## config.mk

```make
export PLATFORM = sky130hd
export DESIGN_NAME = pool_stream_engine_flat
export DESIGN_NICKNAME = d
export VERILOG_FILES = /design/src/rtl/pool_stream_if.sv /design/src/rtl/pool_stream_engine.sv /design/src/flat_wrapper.sv
export SDC_FILE = /design/constraint.sdc
export NUM_CORES = 1
export LEC_CHECK = 0
export ABC_AREA = 1
export BUFFER_PORTS_ARGS = -buffer_cell sky130_fd_sc_hd__buf_2
export CAP_MARGIN = 15
export CORE_UTILIZATION = 35
export CTS_BUF_LIST = sky130_fd_sc_hd__clkbuf_4 sky130_fd_sc_hd__clkbuf_8
export CTS_CLUSTER_DIAMETER = 50
export CTS_CLUSTER_SIZE = 14
export DETAILED_ROUTE_END_ITERATION = 12
export SLEW_MARGIN = 20
export SYNTH_ARGS = -nofsm -noshare
export SYNTH_HDL_FRONTEND = slang
export SYNTH_SLANG_ARGS = --single-unit
```

## constraint.sdc

```tcl
create_clock -name clk -period 3.74 [get_ports clk]
set_clock_uncertainty 0.05 [all_clocks]
set_input_delay 0.374 -clock clk [delete_from_list [all_inputs] [get_ports clk]]
set_output_delay 0.374 -clock clk [all_outputs]
set_load 0.01 [all_outputs]
```

## src/rtl/pool_stream_if.sv

```systemverilog
// pool_stream_if
//   Stream bundle between a feature-map producer/consumer and pool_stream_engine.
//   Signals:
//     mode      pooling mode (0 = max, 1 = average), sampled by the engine at frame start
//     in_valid  / in_ready / in_data    input element handshake (signed data)
//     out_valid / out_ready / out_data  pooled element handshake (signed data)
//     all_done  one-cycle end-of-frame pulse from the engine
//   Modports: master = environment side, slave = engine side.
interface pool_stream_if #(
    parameter int DATA_W = 8
);
    logic              mode;
    logic              in_valid;
    logic              in_ready;
    logic [DATA_W-1:0] in_data;
    logic              out_valid;
    logic              out_ready;
    logic [DATA_W-1:0] out_data;
    logic              all_done;

    modport master (
        output mode, in_valid, in_data, out_ready,
        input  in_ready, out_valid, out_data, all_done
    );

    modport slave (
        input  mode, in_valid, in_data, out_ready,
        output in_ready, out_valid, out_data, all_done
    );
endinterface

```

## src/rtl/pool_stream_engine.sv

```systemverilog
// pool_stream_engine
//   Streaming 2-D max/average pooling over a row-major, channel-interleaved
//   feature map. Non-overlapping POOLxPOOL windows; one pooled element is
//   produced per completed window, in (out_row, out_col, channel) order.
//   Ports:
//     clk   rising-edge clock
//     rst   asynchronous, active-high reset
//     bus   pool_stream_if.slave: mode, in_valid/in_ready/in_data,
//           out_valid/out_ready/out_data, all_done
module pool_stream_engine #(
    parameter int DATA_W     = 8,
    parameter int MAP_WIDTH  = 28,
    parameter int MAP_HEIGHT = 28,
    parameter int CHANNELS   = 1,
    parameter int POOL       = 2
) (
    input logic         clk,
    input logic         rst,
    pool_stream_if.slave bus
);
    localparam int LOG2P     = $clog2(POOL);
    localparam int SH        = 2 * LOG2P;
    localparam int SUM_W     = DATA_W + SH;
    localparam int OUT_W     = MAP_WIDTH / POOL;
    localparam int OUT_H     = MAP_HEIGHT / POOL;
    localparam int CH_W      = (CHANNELS > 1) ? $clog2(CHANNELS) : 1;
    localparam int COL_W     = $clog2(MAP_WIDTH);
    localparam int ROW_W     = $clog2(MAP_HEIGHT);
    localparam int ENTRIES   = CHANNELS * OUT_W;
    localparam int IDX_W     = (ENTRIES > 1) ? $clog2(ENTRIES) : 1;
    localparam int OUT_TOTAL = OUT_W * OUT_H * CHANNELS;
    localparam int OCNT_W    = (OUT_TOTAL > 1) ? $clog2(OUT_TOTAL) : 1;

    localparam logic [CH_W-1:0]   CH_LAST  = CH_W'(CHANNELS - 1);
    localparam logic [COL_W-1:0]  COL_LAST = COL_W'(MAP_WIDTH - 1);
    localparam logic [ROW_W-1:0]  ROW_LAST = ROW_W'(MAP_HEIGHT - 1);
    // One extra bit so the limit is representable when the map divides evenly
    localparam logic [COL_W:0]    COL_LIM  = (COL_W + 1)'(OUT_W * POOL);
    localparam logic [ROW_W:0]    ROW_LIM  = (ROW_W + 1)'(OUT_H * POOL);
    localparam logic [OCNT_W-1:0] OUT_LAST = OCNT_W'(OUT_TOTAL - 1);

    // Position counters of the next element to be accepted
    logic [CH_W-1:0]   ch_q;
    logic [COL_W-1:0]  col_q;
    logic [ROW_W-1:0]  row_q;
    logic              mode_q;

    logic              out_valid_q;
    logic [DATA_W-1:0] out_data_q;
    logic              all_done_q;

    logic [OCNT_W-1:0] out_cnt_q;
    logic              in_end_seen_q;
    logic              out_end_seen_q;

    logic signed [SUM_W-1:0] acc [ENTRIES];

    logic                    fire;
    logic                    out_fire;
    logic                    frame_start;
    logic                    ch_last;
    logic                    col_last;
    logic                    row_last;
    logic                    in_win;
    logic                    win_first;
    logic                    win_last;
    logic [IDX_W-1:0]        idx;
    logic signed [SUM_W-1:0] x_ext;
    logic signed [SUM_W-1:0] acc_rd;
    logic signed [SUM_W-1:0] combined;
    logic signed [SUM_W-1:0] shifted;
    logic [DATA_W-1:0]       result;
    logic                    in_end;
    logic                    out_end;

    assign bus.in_ready  = !out_valid_q || bus.out_ready;
    assign bus.out_valid = out_valid_q;
    assign bus.out_data  = out_data_q;
    assign bus.all_done  = all_done_q;

    assign fire        = bus.in_valid && bus.in_ready;
    assign out_fire    = out_valid_q && bus.out_ready;
    assign frame_start = (ch_q == '0) && (col_q == '0) && (row_q == '0);
    assign ch_last     = (ch_q == CH_LAST);
    assign col_last    = (col_q == COL_LAST);
    assign row_last    = (row_q == ROW_LAST);

    // Trailing rows/columns that do not fill a whole window are dropped
    assign in_win    = ({1'b0, col_q} < COL_LIM) && ({1'b0, row_q} < ROW_LIM);
    assign win_first = (row_q[LOG2P-1:0] == '0) && (col_q[LOG2P-1:0] == '0);
    assign win_last  = (row_q[LOG2P-1:0] == '1) && (col_q[LOG2P-1:0] == '1);

    // Bank entry for (output column, channel); channel is the fastest index
    assign idx = IDX_W'(32'(col_q >> LOG2P) * 32'(CHANNELS) + 32'(ch_q));

    assign x_ext  = {{SH{bus.in_data[DATA_W-1]}}, bus.in_data};
    assign acc_rd = acc[idx];

    always_comb begin
        combined = acc_rd;
        if (win_first) begin
            combined = x_ext;
        end else if (mode_q) begin
            combined = acc_rd + x_ext;
        end else if (x_ext > acc_rd) begin
            combined = x_ext;
        end
    end

    // Arithmetic shift floors toward -inf; the mean of DATA_W values fits DATA_W
    assign shifted = combined >>> SH;
    assign result  = mode_q ? DATA_W'(shifted) : DATA_W'(combined);

    assign in_end  = fire && ch_last && col_last && row_last;
    assign out_end = out_fire && (out_cnt_q == OUT_LAST);

    always_ff @(posedge clk) begin
        if (fire && in_win) begin
            acc[idx] <= combined;
        end
    end

    always_ff @(posedge clk or posedge rst) begin
        if (rst) begin
            ch_q           <= '0;
            col_q          <= '0;
            row_q          <= '0;
            mode_q         <= 1'b0;
            out_valid_q    <= 1'b0;
            out_data_q     <= '0;
            all_done_q     <= 1'b0;
            out_cnt_q      <= '0;
            in_end_seen_q  <= 1'b0;
            out_end_seen_q <= 1'b0;
        end else begin
            all_done_q <= 1'b0;

            if (out_fire) begin
                out_valid_q <= 1'b0;
            end

            if (fire) begin
                if (frame_start) begin
                    mode_q <= bus.mode;
                end
                if (ch_last) begin
                    ch_q <= '0;
                    if (col_last) begin
                        col_q <= '0;
                        row_q <= row_last ? '0 : row_q + 1'b1;
                    end else begin
                        col_q <= col_q + 1'b1;
                    end
                end else begin
                    ch_q <= ch_q + 1'b1;
                end
                // A new result may replace one being accepted in the same cycle
                if (in_win && win_last) begin
                    out_valid_q <= 1'b1;
                    out_data_q  <= result;
                end
            end

            if (out_fire) begin
                out_cnt_q <= (out_cnt_q == OUT_LAST) ? '0 : out_cnt_q + 1'b1;
            end

            // Frame completes on the later of last output accepted and last input accepted
            if ((out_end || out_end_seen_q) && (in_end || in_end_seen_q)) begin
                all_done_q     <= 1'b1;
                in_end_seen_q  <= 1'b0;
                out_end_seen_q <= 1'b0;
            end else begin
                if (out_end) begin
                    out_end_seen_q <= 1'b1;
                end
                if (in_end) begin
                    in_end_seen_q <= 1'b1;
                end
            end
        end
    end
endmodule

```

## src/flat_wrapper.sv

```systemverilog
// flat-port wrapper written by rule: the top's interface ports become plain ports
module pool_stream_engine_flat 
#(
    parameter int DATA_W     = 8,
    parameter int MAP_WIDTH  = 28,
    parameter int MAP_HEIGHT = 28,
    parameter int CHANNELS   = 1,
    parameter int POOL       = 2
)
  (clk, rst, bus_mode, bus_in_valid, bus_in_data, bus_out_ready, bus_in_ready, bus_out_valid, bus_out_data, bus_all_done);
  pool_stream_if #(.DATA_W(DATA_W)) bus_i ();
  input logic clk;
  input logic rst;
  input wire logic [$bits(bus_i.mode)-1:0] bus_mode;
  input wire logic [$bits(bus_i.in_valid)-1:0] bus_in_valid;
  input wire logic [$bits(bus_i.in_data)-1:0] bus_in_data;
  input wire logic [$bits(bus_i.out_ready)-1:0] bus_out_ready;
  output wire logic [$bits(bus_i.in_ready)-1:0] bus_in_ready;
  output wire logic [$bits(bus_i.out_valid)-1:0] bus_out_valid;
  output wire logic [$bits(bus_i.out_data)-1:0] bus_out_data;
  output wire logic [$bits(bus_i.all_done)-1:0] bus_all_done;
  assign bus_i.mode = bus_mode;
  assign bus_i.in_valid = bus_in_valid;
  assign bus_i.in_data = bus_in_data;
  assign bus_i.out_ready = bus_out_ready;
  assign bus_in_ready = bus_i.in_ready;
  assign bus_out_valid = bus_i.out_valid;
  assign bus_out_data = bus_i.out_data;
  assign bus_all_done = bus_i.all_done;
  pool_stream_engine #(.DATA_W(DATA_W), .MAP_WIDTH(MAP_WIDTH), .MAP_HEIGHT(MAP_HEIGHT), .CHANNELS(CHANNELS), .POOL(POOL)) u_core (.clk(clk), .rst(rst), .bus(bus_i));
endmodule
```

Yosys cells after proc, flatten, opt, wreduce, memory -nomap -nowiden:

Memories as Yosys holds them, arrays and structs flattened.
Index checks and enable logic that the tools add are counted.

* register bits after elaboration: 32
* bits in latches: 0
* memory bits (writable): 140
* ROM bits: 0
* input bits: 13
* output and inout bits: 11
* word-level logic and storage cells: 70
* memories kept: 1

Memories
* u_core.acc: words 14, bits a word 10, rd ports 1, clocked after memory_dff 0, wr ports 1, line pool_stream_engine.sv:56 `logic signed [SUM_W-1:0] acc [ENTRIES];`

* add/subtract/negate cells: 6
* $mul: 0
* divide/modulo/power cells: 0
* order comparisons: 3
* equal/unequal tests: 3
* shift-type cells: 0
* multiplexer cells: 18
* bitwise logic cells: 3
* reductions and logical operators: 26

Operators by type and width (count)
* $mux 10: 3
* $mux 8: 2
* $logic_and 1x1->1: 14
* $mux 1: 11
* $add 10x8->10: 1
* $add 5x1->5 const B: 2
* $eq 5x5->1 const B: 2
* $gt 8x10->1: 1
* $logic_not 5->1: 2
* $lt 5x5->1 const B: 2
* $mux 5: 2
* $add 8x1->8 const B: 1
* $eq 8x8->1 const B: 1
* $reduce_and 2->1: 3
* $add 4x1->4: 1
* $reduce_bool 2->1: 2
* $logic_or 1x1->1: 3
* $not 1->1: 3
* $reduce_and 3->1: 1
* $add 1x1->1 const B: 1
* $logic_not 1->1: 1

Logic depth before layout (Yosys ltp):

* depth in word-level cells: 9
* depth in mapped cells: 30
* gate-level depth less buffers: 27

Worst setup path before layout:

Ideal clock, no wire load.

* path kind: register -> register
* start point: reg u_core.col_q[2]
* end point: mem u_core.acc[0][4] (netlist bit) (data pin)
* library setup time: 0.311 ns
* arrival: 2.699 ns
* required time: 3.379 ns
* slack: 0.680 ns
* cell stages (with the launch flop): 24
* buffers on the path: 3
* period minus slack after synthesis: 3.060 ns
* cells stage by stage: dfrtp_1 > buf_6 > inv_2 > nand2_4 > inv_4 > buf_6 > a22oi_1 > nand2_1 > nand2_1 > nand2_1 > inv_1 > nand2_2 > inv_1 > ha_1 > nand2_1 > nor2_2 > nand3_1 > nand3_1 > nand2_1 > nand3_2 > buf_4 > o21ai_1 > o21bai_2 > nand2_1

* cells in the longest elaborated chain, start to end: 6

RTL lines
* start: declaration: line pool_stream_engine.sv:44 `logic [COL_W-1:0] col_q;`
* start signal: assignment: line pool_stream_engine.sv:152 `col_q <= col_q + 1'b1;`
* $add 4x1->4 *: line pool_stream_engine.sv:94 `assign idx = IDX_W'(32'(col_q >> LOG2P) * 32'(CHANNELS) + 32'(ch_q));`
* $mem_v2 14x10 *
* $gt 8x10->1: line pool_stream_engine.sv:105 `end else if (x_ext > acc_rd) begin`
* $mux 10: line pool_stream_engine.sv:105
* $mux 10 *: line pool_stream_engine.sv:103 `end else if (mode_q) begin`
* $mux 10 *: line pool_stream_engine.sv:101 `if (win_first) begin`
* net u_core.combined[4]: line pool_stream_engine.sv:70 `logic signed [SUM_W-1:0] combined;`
* end: declaration: line pool_stream_engine.sv:56

The timed path passes the listed nets; every way through them passes the cells marked *.

Final worst setup path:

* start point: reg u_core.col_q[1]
* end point: mem u_core.acc[2][2] (netlist bit) (data pin)

The elaborated chain is that of the path after synthesis.

==> metrics <==
status=completed; Mapped Area=8240 um2; Synth Area in Simple Gates=21.4%; Startpoint Class=flip-flop; total CTS buffers=17; Synth Area in Compound Gates=7.73%; # IOs=24; count of pins over their slew limit=0; slew margin rel.=55.8%; Avg Cell Area, Syn=10.2 um2; die area=24100 um2; first-pass GRT wire length=30.8 mm; number of synthesized flops with an enable pin=140; Post-DP HPWL=13.1 mm; largest family of logic cells by synthesized area=simple AND/OR/NAND/NOR gates; GRT Overall Usage=16.8%; drt drc=0; dpl cell area=8990 um2; Register-to-Register Setup Slack=0.37 ns; count leader, synth=nand2_1; XOR/XNOR Fraction of Synth Area=0.213%; Final #Nets=910; Synth cell types=44; internal power=5.08 mW; DR vias=5838; Max Buffers Root-to-Sink=2; minimum hold slack=0.0975 ns; min-delay worst type=in2reg; Critical Path RT=3.87 ns; fin crit share=90.2%; register area share after synthesis=60.5%; pre-CTS WS=0.0284 ns; clock network power share=13.5%; initial antenna violation count=0; Hold Path End=u_core.mode_q; clock root cell=clkbuf_8; largest net degree at the start of global routing=32; Core Area=22800 um2; RR Startpoint=u_core.col_q[1]; max-cap violations=0; Cells after Synth=804; Critical Path End Type=flip-flop; Vias/cell=4.87; Cell Pwr Density=966 nW/um2; vias in the first global route=5738; Max VDD drop=0.399 mV; Yosys top cell by area=edfxtp_1; CTS tree=built; crit path cell chain=buf_12, nor2_4, buf_12, nand2_1, nand4_1, nand2_1, nand2_1, inv_1, nand2_1, inv_1, ha_1, nand2_1, nor2_2, nand3_2, nand3_1, nand2_1, nand2_4, nand3_1, nand3_1, nand2_1, nand2_4, clkinvlp_4; Clock Latency Late Sink=0.46 ns; Main synth FF type=edfxtp_1; Port Buf Inserts=23; H-tree depth=4; # fillers=2282; Synth top area share=51.0%; layout cells sized above 1=17.4%; initial core utilization=36.0%; Synth Net Count=842; drt initial violations=320; Hold Path Origin=bus_mode; CP max-delay cell=dfrtp_2; CP most frequent cell=nand2_1; Leak=3.94 nW; Area Growth Syn to Fin=14.7%; P_sw=4.05 mW; commonest cells in the netlist=nand2_1 (231), edfxtp_1 (140), inv_1 (85); DRT antenna net count=0; Placer Congestion=0.880; Die W=155 um; Synth warnings=0; Period minus WS final=3.37 ns; ys async rst share=18.1%; Final WS setup=0.365 ns; Synth Area in Adders=3.89%; fin area=9450 um2; synth top area cells=edfxtp_1 (51%), nand2_1 (11%), dfrtp_1 (9.4%); drt first pass iters=5; Hold Fails Final Rpt=0; CTS sink count=171; largest stage delay on the critical path=0.46 ns; final setup fails=0; worst-margin pin slew=0.662 ns; Peak Freq=0.296 GHz; Yosys reg bits=171; maximum fanout along the worst path=18; clock-pin slew on the worst setup and hold paths=0.09 ns; crit path kind=reg2reg; Storage cell area=4980 um2; routed wire length=19.1 mm; RR Endpoint=u_core.acc[2][2]; hold path depth=2; routed length per instance=15.9 um; mux share of post-synthesis cell area=0.137%; worst endpoint data arrival time=3.50 ns; switching share of power=44.4%; Antenna Diode Count=0; row count=55; multi-input logic area=2800 um2; GR Overflow Total=0; DIE HEIGHT=155 um; register share of total power=34.5%; worst-case reg-to-reg path depth=22; Comb power frac=51.9%; Post-CTS Setup Bufs=0
-- cell usage in the layout (no fill, tap or decap), types with 10 or more instances in the layout --
master / n
nand2_1: 223
edfxtp_1: 140
inv_1: 84
nor2_1: 61
nand3_1: 49
buf_4: 42
dfrtp_1: 30
a22oi_1: 24
a21oi_1: 24
ha_1: 24
buf_2: 23
nand4_1: 18
o21ai_0: 17
clkbuf_8: 17
nand2_2: 13
a22oi_2: 10
nor3_1: 10
-- critical path, delay by kind of cell (launching register included) --
| family | cells | cell delay (ns) |
|---|---|---|
| flops | 1 | 0.46 |
| simple gates | 16 | 1.61 |
| fa+ha+maj | 1 | 0.31 |
| buf+inv | 5 | 0.63 |
-- through the flow --
| step | power, mW | utilization, % | instances | TNS (ns) |
|---|---|---|---|---|
| finish | 9.13 | 41.4 | 1198 | 0 |
| detailed placement | 7.78 | 39.3 | 1164 | 0 |
| global placement | 7.75 | 39.3 | 1164 | 0 |
| global route | 9.86 | 41.4 | 1198 | -0.00431 |
| CTS | 9.04 | 41.1 | 1197 | 0 |
| floorplan | 6.25 | - | 804 | 0 |
-- routing by layer --
metal / track usage (%) / vias to the layer above / wire length [um]
li1: - / 2888 / -
met5: 0 / - / 0
met1: 22.5 / 2820 / 8890
met4: 6.16 / 0 / 337
met2: 27.5 / 106 / 9210
met3: 2.81 / 24 / 651
-- what timing repair did --
action / in CTS / in global routing
setup endpoints to repair: 0 / 147
hold buffers: 1 / 0
endpoints found under the hold margin: 31 / 0
gates resized for setup: 0 / 20
-- power groups by stage --
| stage | Sequential, mW | Clock [mW] | Combinational, mW |
|---|---|---|---|
| after floorplan | 3.18 | 0 | 3.07 |
| after global placement | 3.20 | 0 | 4.55 |
| after detailed placement | 3.20 | 0 | 4.58 |
| after CTS | 3.16 | 1.26 | 4.62 |
| after global routing | 3.19 | 1.35 | 5.33 |
| final | 3.15 | 1.24 | 4.74 |
-- cell families (layout without fill, tap and decap cells) --
logic type / count (synthesis) / in the layout
AOI/OAI and AO/OA: 93 / 93
muxes: 1 / 1
xor gates and xnor gates: 2 / 2
adders and majority gates: 25 / 25
DFF: 171 / 171
buffers and inverters: 113 / 194
and+or+nand+nor: 399 / 399
-- area by class of cell --
type	instances	share of cell area (%)
Clock buffer	18	2.56
Clock inverter	14	1.46
Inverter	90	3.69
Multi-Input combinational cell	520	29.6
Sequential cell	171	52.7
Tap cell	313	4.15
Timing Repair Buffer	71	5.72
Timing Repair inverter	1	0.0795
-- flip-flops by register name, indices dropped and copies added (netlist names) --
name,cells
u_core.acc,140
u_core.bus.all_done,1
u_core.bus.out_data,8
u_core.bus.out_valid,1
u_core.col_q,5
u_core.in_end_seen_q,1
u_core.mode_q,1
u_core.out_cnt_q,8
u_core.out_end_seen_q,1
u_core.row_q,5
-- how the worst max path moves through the flow --
stage | start | to | slack (ns) | depth (start not counted)
final | u_core.col_q[1] | u_core.acc[2][2] | 0.37 | 22
after CTS | u_core.col_q[1] | u_core.acc[3][0] | 0.0005 | 21
after global placement | u_core.col_q[1] | u_core.acc[7][3] | 0.1 | 17
after floorplan | u_core.col_q[2] | u_core.acc[0][4] | 0.68 | 23
after global routing | u_core.col_q[1] | u_core.acc[3][2] | -0.002 | 22
after detailed placement | u_core.col_q[1] | u_core.acc[6][0] | 0.03 | 18
No activity file was read; power rests on OpenSTA's default activity.
